[src/rtl/divider.sv]
// divider: sequential 32-bit DIV/DIVU unit for the EX stage, radix-2 restoring, one quotient bit per cycle.
// Latency: done pulses 33 cycles after the start-sampling edge, or 1 cycle after it for a zero divisor.
// Backpressure: start is accepted only in IDLE; busy (CALC/DONE) stalls EX; cancel aborts on the next edge.
//
// Ports:
//   clk, rst              clock, asynchronous active-high reset
//   start, signed_flag    operation request and DIV(1)/DIVU(0) select, sampled together in IDLE
//   dividend, divisor     32-bit operands, sampled with start
//   cancel                pipeline flush, forces IDLE and suppresses the pending result
//   busy, done            busy in CALC/DONE; done is a one-cycle result-valid pulse
//   result                {remainder, quotient}, held until the next DONE or reset
module divider (
    input  logic        clk,
    input  logic        rst,
    input  logic        start,
    input  logic        signed_flag,
    input  logic [31:0] dividend,
    input  logic [31:0] divisor,
    input  logic        cancel,
    output logic        busy,
    output logic        done,
    output logic [63:0] result
);

    localparam logic [1:0] S_IDLE = 2'd0;
    localparam logic [1:0] S_CALC = 2'd1;
    localparam logic [1:0] S_DONE = 2'd2;

    logic [1:0]  state_q,  state_d;
    logic [5:0]  cnt_q,    cnt_d;
    logic [31:0] rem_q,    rem_d;     // partial remainder
    logic [31:0] quo_q,    quo_d;     // dividend shifts out MSB-first, quotient bits shift in
    logic [31:0] dvsr_q,   dvsr_d;    // divisor magnitude
    logic        q_neg_q,  q_neg_d;
    logic        r_neg_q,  r_neg_d;
    logic [63:0] result_q, result_d;

    // One restoring step. The remainder is always below the divisor, so the
    // shifted partial fits in 33 bits and bit 32 of the difference is the borrow.
    logic [32:0] partial;
    logic [32:0] diff;
    logic        q_bit;
    logic [31:0] rem_step;
    logic [31:0] quo_step;
    logic [31:0] q_final;
    logic [31:0] r_final;

    // Operand magnitudes for acceptance in IDLE
    logic        a_neg;
    logic        b_neg;
    logic [31:0] a_mag;
    logic [31:0] b_mag;

    always_comb begin
        partial  = {rem_q, quo_q[31]};
        diff     = partial - {1'b0, dvsr_q};
        q_bit    = ~diff[32];
        rem_step = q_bit ? diff[31:0] : partial[31:0];
        quo_step = {quo_q[30:0], q_bit};
        // Sign fix-up is applied to the final-step values so the registered
        // result is already in two's-complement form when DONE is entered.
        q_final  = q_neg_q ? (~quo_step + 32'd1) : quo_step;
        r_final  = r_neg_q ? (~rem_step + 32'd1) : rem_step;

        a_neg    = signed_flag & dividend[31];
        b_neg    = signed_flag & divisor[31];
        a_mag    = a_neg ? (~dividend + 32'd1) : dividend;
        b_mag    = b_neg ? (~divisor  + 32'd1) : divisor;
    end

    always_comb begin
        state_d  = state_q;
        cnt_d    = cnt_q;
        rem_d    = rem_q;
        quo_d    = quo_q;
        dvsr_d   = dvsr_q;
        q_neg_d  = q_neg_q;
        r_neg_d  = r_neg_q;
        result_d = result_q;

        case (state_q)
            S_IDLE: begin
                if (start && !cancel) begin
                    cnt_d   = 6'd0;
                    rem_d   = 32'd0;
                    quo_d   = a_mag;
                    dvsr_d  = b_mag;
                    q_neg_d = a_neg ^ b_neg;
                    r_neg_d = a_neg;
                    if (divisor == 32'd0) begin
                        // Divide by zero: all-ones quotient, original dividend as remainder
                        state_d  = S_DONE;
                        result_d = {dividend, 32'hFFFF_FFFF};
                    end else begin
                        state_d = S_CALC;
                    end
                end
            end
            S_CALC: begin
                rem_d = rem_step;
                quo_d = quo_step;
                cnt_d = cnt_q + 6'd1;
                if (cnt_q == 6'd31) begin
                    state_d  = S_DONE;
                    result_d = {r_final, q_final};
                end
            end
            S_DONE: begin
                state_d = S_IDLE;
            end
            default: begin
                state_d = S_IDLE;
            end
        endcase

        // Flush wins over everything, including a final-iteration result load
        if (cancel) begin
            state_d  = S_IDLE;
            cnt_d    = 6'd0;
            result_d = result_q;
        end
    end

    always_ff @(posedge clk or posedge rst) begin
        if (rst) begin
            state_q  <= S_IDLE;
            cnt_q    <= 6'd0;
            rem_q    <= 32'd0;
            quo_q    <= 32'd0;
            dvsr_q   <= 32'd0;
            q_neg_q  <= 1'b0;
            r_neg_q  <= 1'b0;
            result_q <= 64'd0;
        end else begin
            state_q  <= state_d;
            cnt_q    <= cnt_d;
            rem_q    <= rem_d;
            quo_q    <= quo_d;
            dvsr_q   <= dvsr_d;
            q_neg_q  <= q_neg_d;
            r_neg_q  <= r_neg_d;
            result_q <= result_d;
        end
    end

    assign busy   = (state_q == S_CALC) || (state_q == S_DONE);
    assign done   = (state_q == S_DONE);
    assign result = result_q;

endmodule

[config.mk]
export PLATFORM = sky130hd
export DESIGN_NAME = divider
export DESIGN_NICKNAME = d
export VERILOG_FILES = /design/src/rtl/divider.sv
export SDC_FILE = /design/constraint.sdc
export NUM_CORES = 1
export LEC_CHECK = 0
export CAP_MARGIN = 20
export CORE_UTILIZATION = 45
export DETAILED_ROUTE_END_ITERATION = 10
export GPL_TIMING_DRIVEN = 0
export PLACE_DENSITY_LB_ADDON = 0.12
export SYNTH_ARGS = -nofsm -noshare
export SYNTH_HDL_FRONTEND = slang
export SYNTH_SLANG_ARGS = --single-unit
[constraint.sdc]
create_clock -name clk -period 13.6 [get_ports clk]
set_clock_uncertainty 0.15 [all_clocks]
set_input_delay 1.36 -clock clk [delete_from_list [all_inputs] [get_ports clk]]
set_output_delay 1.36 -clock clk [all_outputs]
set_load 0.02 [all_outputs]
==> metrics.csv, run 1 <==
stage;metric;value;unit
status;status;finished with violations;
status;violations;design-rule violations;
hold_path;min_from;dvsr_q[21]$_DFFE_PP0P_;
final_layout;antenna_cells;0;
global_routing;grt-ovfl-total;0;
critical_path;end_kind;flop;
synth;synth_seq_cells;170;
floorplan;start_util;0.461;
placement;dpl.hpwl;28600;um
sta;finalMaxSlewViolations;0;
global_routing;grt_max_degree;131;
routing;wl;36300;um
global_routing;grt_use_met1;0.344;
global_routing;grt_pass1_wl;58600;um
placement;numPlacedInstances;1961;
synth;synth_edf_count;0;
synth;yosys_most_used_dff;dfrtp_1;
sta;finalCritPeriodShare;0.555;
critical_path;crit_start;quo_q[31]$_DFFE_PP0P_;
final_layout;final_common_cell;nand2_1;
routing;avgRoutedWirePerCell;18.2;um
critical_path;slowest_delay;0.56;ns
floorplan;coreArea;0.0262;sq mm
final_layout;mostFrequentLayoutCells;198 x nand2_1, 196 x o21ai_0, 170 x dfrtp_1;
clock_network;cts_htree_levels;4;
clock_network;cts_hold_buffers;0;
clock_network;cts_sinks;170;
clock_network;cts_tree;built;
routing;first_iter_violations;827;
global_routing;grt_busiest_layer;met2;
final_layout;syn_to_final_growth;19.6;%
sta;tns;0;ns
placement;io_buffers;133;
final_layout;nFillCells;2522;
synth;synth_nets;1602;
placement;place_congestion;0.905;
sta;slew_headroom;0.372;
pwr;peakVddDrop;0.0941;mV
routing;final_antenna_net_count;0;
synth;yosysTopAreaCellShare;0.352;
synth;yosys-top-cells-area;dfrtp_1 35%, o21ai_0 8.1%, xor2_1 6.3%, nand2_1 6.1%, a21oi_1 5.5%;
critical_path;worstSetupStartpointType;flop;
clock_network;postCtsSetupBuffers;0;
synth;ys_types;77;
synth;synth_top_cell_by_area;dfrtp_1;
clock_network;insertion_delay;0.44;ns
sta;worstMarginPinSlew;0.940;ns
routing;route.vias.total;11300;
clock_network;clkTransAtPathRegs;0.07;ns
sta;hold_violations;0;
critical_path;worstPathRequired;13.81;ns
floorplan;rows;59;
pwr;power.density;195;mW/mm^2
final_layout;nNetsFinal;1755;
hold_path;hold_class;reg -> reg;
floorplan;io_pins;135;
global_routing;grt_util_met3;0.0422;
synth;synth.avg_cell_area;8.10;sq um
sta;rsz0062_at_grt;false;
global_routing;use_met2;0.464;
critical_path;r2r-start;quo_q[31]$_DFFE_PP0P_;
critical_path;critPathSlowestCell;buf_1;
synth;syn_area;0.0121;sq mm
clock_network;cts_max_path_buffers;2;
critical_path;worstSetupPathType;reg -> reg;
pwr;p_leak;5.90;nW
routing;vias_per_cell;5.66;
final_layout;drive_above_1_share;0.0434;
synth;netlist_instances;1492;
run;cap_violations;0;
sta;setup_viol;0;
sta;fin_crit;7.55;ns
routing;first_pass_iters;8;
floorplan;dieHeight;166;um
critical_path;path_buf_inv;5;
sta;fmax;0.132;GHz
global_routing;grt_pass1_vias;10900;
global_routing;grt_usage;0.269;
clock_network;cts_root_buf;clkbuf_16;
floorplan;fp.dieArea;0.0275;sq mm
synth;ys_warn_count;0;
critical_path;crit_fanout;10;
global_routing;antenna_found_initial;1;
clock_network;cts-buffers-inserted;17;
synth;synth_seq_area_share;0.352;
critical_path;cp.arrival;7.76;ns
synth;async_reset_ff_frac;1.00;
critical_path;crit_family;simple AND/OR/NAND/NOR gates;
clock_network;cts_resized;0;
floorplan;die_x;166;um
final_layout;fin_cells;1993;
routing;post-route-drc-count;14;
## area by class of cell
| class | instances | area, sq um | share of cell area |
|---|---|---|---|
| Timing Repair Buffer | 134 | 1360 | 0.0940 |
| Tap cell | 335 | 419 | 0.0290 |
| Inverter | 54 | 213 | 0.0147 |
| Clock inverter | 14 | 153 | 0.0106 |
| Sequential cell | 170 | 4250 | 0.294 |
| Multi-Input combinational cell | 1195 | 7330 | 0.507 |
| Clock buffer | 18 | 429 | 0.0297 |
| Buffer | 73 | 302 | 0.0209 |
## metal layers
layer / up-vias / routed length (um)
met1: 5240 / 15700
met3: 63 / 2160
met4: 0 / 971
li1: 5590 / -
met5: - / 0
met2: 381 / 17500
## logic make-up (layout without fill, tap and decap cells)
| logic type | count (synthesis) | after routing | synth area share |
|---|---|---|---|
| and+or+nand+nor | 506 | 506 | 0.196 |
| AOI/OAI and AO/OA | 452 | 452 | 0.219 |
| DFF | 170 | 170 | 0.352 |
| xor gates and xnor gates | 145 | 145 | 0.106 |
| buffers and inverters | 127 | 293 | 0.0419 |
| muxes | 51 | 51 | 0.0426 |
| adders and majority gates | 41 | 41 | 0.0431 |
## worst reg2reg max path, stage by stage (launching register included)
cell and delay, ns:
dfrtp_1 0.40, inv_1 0.10, ha_1 0.19, inv_1 0.06
fa_1 0.43, a211oi_1 0.34, o211ai_2 0.18, a211oi_2 0.36
or4_4 0.23, o211ai_4 0.14, nor2_8 0.29, buf_2 0.35
buf_1 0.56, clkbuf_1 0.51, nand2_1 0.11, o21ai_0 0.21
ha_1 0.32, nand4b_1 0.14, or4_1 0.51, or3_1 0.43
nor3_1 0.47, o221ai_1 0.18, o41ai_1 0.36, xor2_1 0.20
mux2i_1 0.09, a21oi_1 0.17
## registers in the layout, summed over array words and instances (netlist names)
signal,cells
r_neg_q,1
q_neg_q,1
rem_q,32
dvsr_q,32
cnt_q,6
quo_q,32
state_q,2
result,64
## where the power goes
part	switching [mW]	total, mW	internal, mW
registers	0.156	0.846	0.690
logic	0.893	1.48	0.586
clock network	0.231	0.491	0.260
total	1.28	2.82	1.54
## cells in the mapped netlist (10+ instances only)
library cell and count:
nand2_1 198, o21ai_0 196, dfrtp_1 170, a21oi_1 134, nor2_1 133, xor2_1 87, xnor2_1 57, clkbuf_1 55
inv_1 53, mux2i_1 47, ha_1 40, nor3_1 30, or3_1 29, o31ai_1 23, nand3_1 14, nand2b_1 13
or4_1 13, o41ai_1 12, a21o_1 11, and2_1 11, nor3b_1 11, a31oi_1 10, or2_2 10
## metrics by stage
step / worst slack [ns] / util / total power, mW / instance area, sq um / hold WS (ns)
CTS: 6.12 / 0.552 / 2.81 / 14500 / 0.335
detailed placement: 6.17 / 0.529 / 2.32 / 13900 / 0.320
global route: 5.61 / 0.552 / 3.02 / 14500 / 0.356
finish: 6.05 / 0.552 / 2.82 / 14500 / 0.328
global placement: 5.15 / 0.528 / 2.30 / 13800 / 0.314
floorplan: 7.47 / - / 1.80 / 12100 / 0.300
## worst paths after layout
check | endpoint | slack, ns | depth (start not counted)
worst min register to register | dvsr_q[21]$_DFFE_PP0P_ | 0.33 | 2
max in group asynchronous | dvsr_q[23]$_DFFE_PP0P_ | 11.23 | 3
worst min-delay path | dvsr_q[21]$_DFFE_PP0P_ | 0.33 | 2
worst max-delay path | result[62]$_DFFE_PP0P_ | 6.05 | 25
worst max register to register | result[62]$_DFFE_PP0P_ | 6.05 | 25
min in group asynchronous | result[6]$_DFFE_PP0P_ | 1.14 | 2
Note: power is estimated with default switching activity, not from simulation.
==> run 2, diff against run 1 <==
- clock period: 13.6 -> 7.4 ns (I/O delays scaled with it)
==> metrics.csv, run 2 (same netlist as run 1, synthesis figures left out) <==
stage;metric;value;unit;change
hold_path;min_from;dvsr_q[21]$_DFFE_PP0P_;;unchanged
clock_network;cts_root_buf;clkbuf_16;;unchanged
clock_network;insertion_delay;0.44;ns;about the same
routing;route.vias.total;11200;;was 11300
critical_path;crit_fanout;10;;unchanged
sta;worstMarginPinSlew;0.907;ns;was 0.940 ns
routing;first_iter_violations;866;;was 827
final_layout;antenna_cells;0;;unchanged
final_layout;nNetsFinal;1753;;was 1755
floorplan;fp.dieArea;0.0275;sq mm;unchanged
clock_network;cts_htree_levels;4;;unchanged
final_layout;mostFrequentLayoutCells;198 x nand2_1, 196 x o21ai_0, 170 x dfrtp_1;;unchanged
critical_path;reg2regPathDepth;25;;unchanged
placement;io_buffers;133;;unchanged
pwr;p_leak;5.90;nW;about the same
global_routing;grt-ovfl-total;0;;unchanged
status;violations;design-rule violations;;unchanged
critical_path;worstReg2RegEnd;result[62]$_DFFE_PP0P_;;unchanged
placement;dpl.hpwl;28600;um;unchanged
placement;numPlacedInstances;1961;;unchanged
sta;whs;0.328;ns;about the same
floorplan;die_x;166;um;unchanged
clock_network;cts_max_path_buffers;2;;unchanged
pwr;peakVddDrop;0.173;mV;was 0.0941 mV
clock_network;cts_tree;built;;unchanged
floorplan;io_pins;135;;unchanged
final_layout;final_common_cell;nand2_1;;unchanged
sta;finalCritPeriodShare;0.916;;was 0.555
critical_path;r2r_setup_slack;0.62;ns;was 6.05 ns
routing;avgRoutedWirePerCell;18.1;um;was 18.2 um
sta;hold_violations;0;;unchanged
routing;first_pass_iters;8;;unchanged
routing;post-route-drc-count;14;;unchanged
global_routing;grt_pass1_wl;58600;um;about the same
clock_network;cts_sinks;170;;unchanged
final_layout;nFillCells;2523;;was 2522
clock_network;postCtsSetupBuffers;0;;unchanged
sta;finalMaxSlewViolations;0;;unchanged
global_routing;grt_max_degree;131;;unchanged
hold_path;min_to;dvsr_q[21]$_DFFE_PP0P_;;unchanged
hold_path;min_delay_path_depth;2;;unchanged
global_routing;grt_usage;0.269;;about the same
floorplan;start_util;0.461;;unchanged
final_layout;syn_to_final_growth;19.5;%;was 19.6%
sta;fmax;0.148;GHz;was 0.132 GHz
routing;vias_per_cell;5.62;;was 5.66
critical_path;cp.arrival;6.99;ns;was 7.76 ns
run;cap_violations;0;;unchanged
placement;place_congestion;0.905;;unchanged
floorplan;dieHeight;166;um;unchanged
status;status;finished with violations;;unchanged
floorplan;coreArea;0.0262;sq mm;unchanged
critical_path;worstPathRequired;7.61;ns;was 13.81 ns
pwr;power.density;358;mW/mm^2;was 195 mW/mm^2
sta;fin_crit;6.78;ns;was 7.55 ns
final_layout;largest_reg_flops;64;;unchanged
final_layout;multi_input_area;0.00733;sq mm;unchanged
clock_network;cts_hold_buffers;0;;unchanged
floorplan;rows;59;;unchanged
clock_network;clkTransAtPathRegs;0.07;ns;about the same
critical_path;worstSetupPathType;reg -> reg;;unchanged
final_layout;register_area;0.00425;sq mm;unchanged
critical_path;r2r-start;quo_q[31]$_DFFE_PP0P_;;unchanged
critical_path;end_kind;flop;;unchanged
critical_path;worstSetupStartpointType;flop;;unchanged
final_layout;drive_above_1_share;0.0447;;was 0.0434
routing;final_antenna_net_count;0;;unchanged
sta;slew_headroom;0.394;;was 0.372
hold_path;hold_class;reg -> reg;;unchanged
sta;rsz0062_at_grt;false;;unchanged
routing;wl;36100;um;was 36300 um
clock_network;cts-buffers-inserted;17;;unchanged
global_routing;grt_pass1_vias;10900;;about the same
sta;setup_viol;0;;unchanged
global_routing;antenna_found_initial;1;;unchanged
final_layout;fin_cells;1991;;was 1993
[run 2: cell count changes in the layout (fill, tap and decap cells not counted)]
| cell | previous run | this run |
|---|---|---|
| clkbuf_2 | 0 | 2 |
| clkbuf_1 | 56 | 53 |
| buf_1 | 9 | 8 |
[run 2: final cells by class]
cell class | instances | area share
buffer | 71 | 0.0205
clock buffer | 18 | 0.0297
clock inverter | 14 | 0.0106
inverter | 54 | 0.0147
multi-input combinational | 1195 | 0.507
sequential | 170 | 0.294
tap | 335 | 0.0290
timing repair buffer | 134 | 0.0940
[run 2: repair_timing]
item,CTS,global route
resized for setup,0,4
pin swaps,0,0
setup endpoints to repair,3,4
[run 2: worst max-delay path, stage by stage, from the launching register on]
cell and delay [ns]:
dfrtp_1 0.40, inv_1 0.10, ha_1 0.19, inv_1 0.06, fa_1 0.43, a211oi_1 0.34
o211ai_2 0.18, a211oi_2 0.36, or4_4 0.23, a31o_4 0.23, nor2_8 0.10, inv_4 0.09
buf_6 0.13, clkbuf_2 0.25, clkbuf_2 0.35, mux2i_1 0.31, ha_1 0.26, nand4b_1 0.14
or4_1 0.52, or3_1 0.43, nor3_1 0.43, o221ai_1 0.17, o41ai_1 0.37, xor2_1 0.21
mux2i_1 0.09, a21oi_1 0.18
[run 2: worst max path at each step]
stage | startpoint | end | slack (ns) | cells past startpoint
after floorplan | rem_q[2]$_DFFE_PP0P_ | result[54]$_DFFE_PP0P_ | 1.27 | 22
after global placement | rst | dvsr_q[31]$_DFFE_PP0P_ | -0.43 | 2
after detailed placement | quo_q[31]$_DFFE_PP0P_ | result[62]$_DFFE_PP0P_ | -0.03 | 25
after CTS | quo_q[31]$_DFFE_PP0P_ | result[62]$_DFFE_PP0P_ | 0.22 | 25
after global routing | quo_q[31]$_DFFE_PP0P_ | result[54]$_DFFE_PP0P_ | 0.18 | 23
final | quo_q[31]$_DFFE_PP0P_ | result[62]$_DFFE_PP0P_ | 0.62 | 25
[run 2: layer usage]
layer	share of wire	global-route usage	wire length [um]	vias up
li1	-	-	-	5585
met3	0.051	0.0424	1860	65
met5	0	0	0	-
met4	0.029	0.0939	1060	0
met2	0.48	0.461	17300	354
met1	0.44	0.344	15900	5190
[run 2: power breakdown]
part	leakage, nW	total, mW	switching, mW	internal [mW]
clock network	0.275	0.904	0.426	0.477
logic	3.42	2.72	1.64	1.08
registers	2.21	1.55	0.286	1.27
[run 2: metrics by stage]
stage	setup TNS (ns)	worst slack [ns]	util	instance area [sq um]	total power [mW]
detailed placement	-0.0468	-0.0279	0.529	13900	4.27
floorplan	0	1.27	-	12100	3.31
global placement	-69.51	-0.429	0.528	13800	4.22
CTS	0	0.217	0.551	14500	5.17
finish	0	0.624	0.551	14400	5.18
global route	0	0.181	0.551	14400	5.56
==> run 3, diff against run 2 <==
- CAP_MARGIN: 20 -> default
- TNS_END_PERCENT: default -> 20
==> results of run 3 <==
Final layout, timing and power as in run 2 (identical DEF).
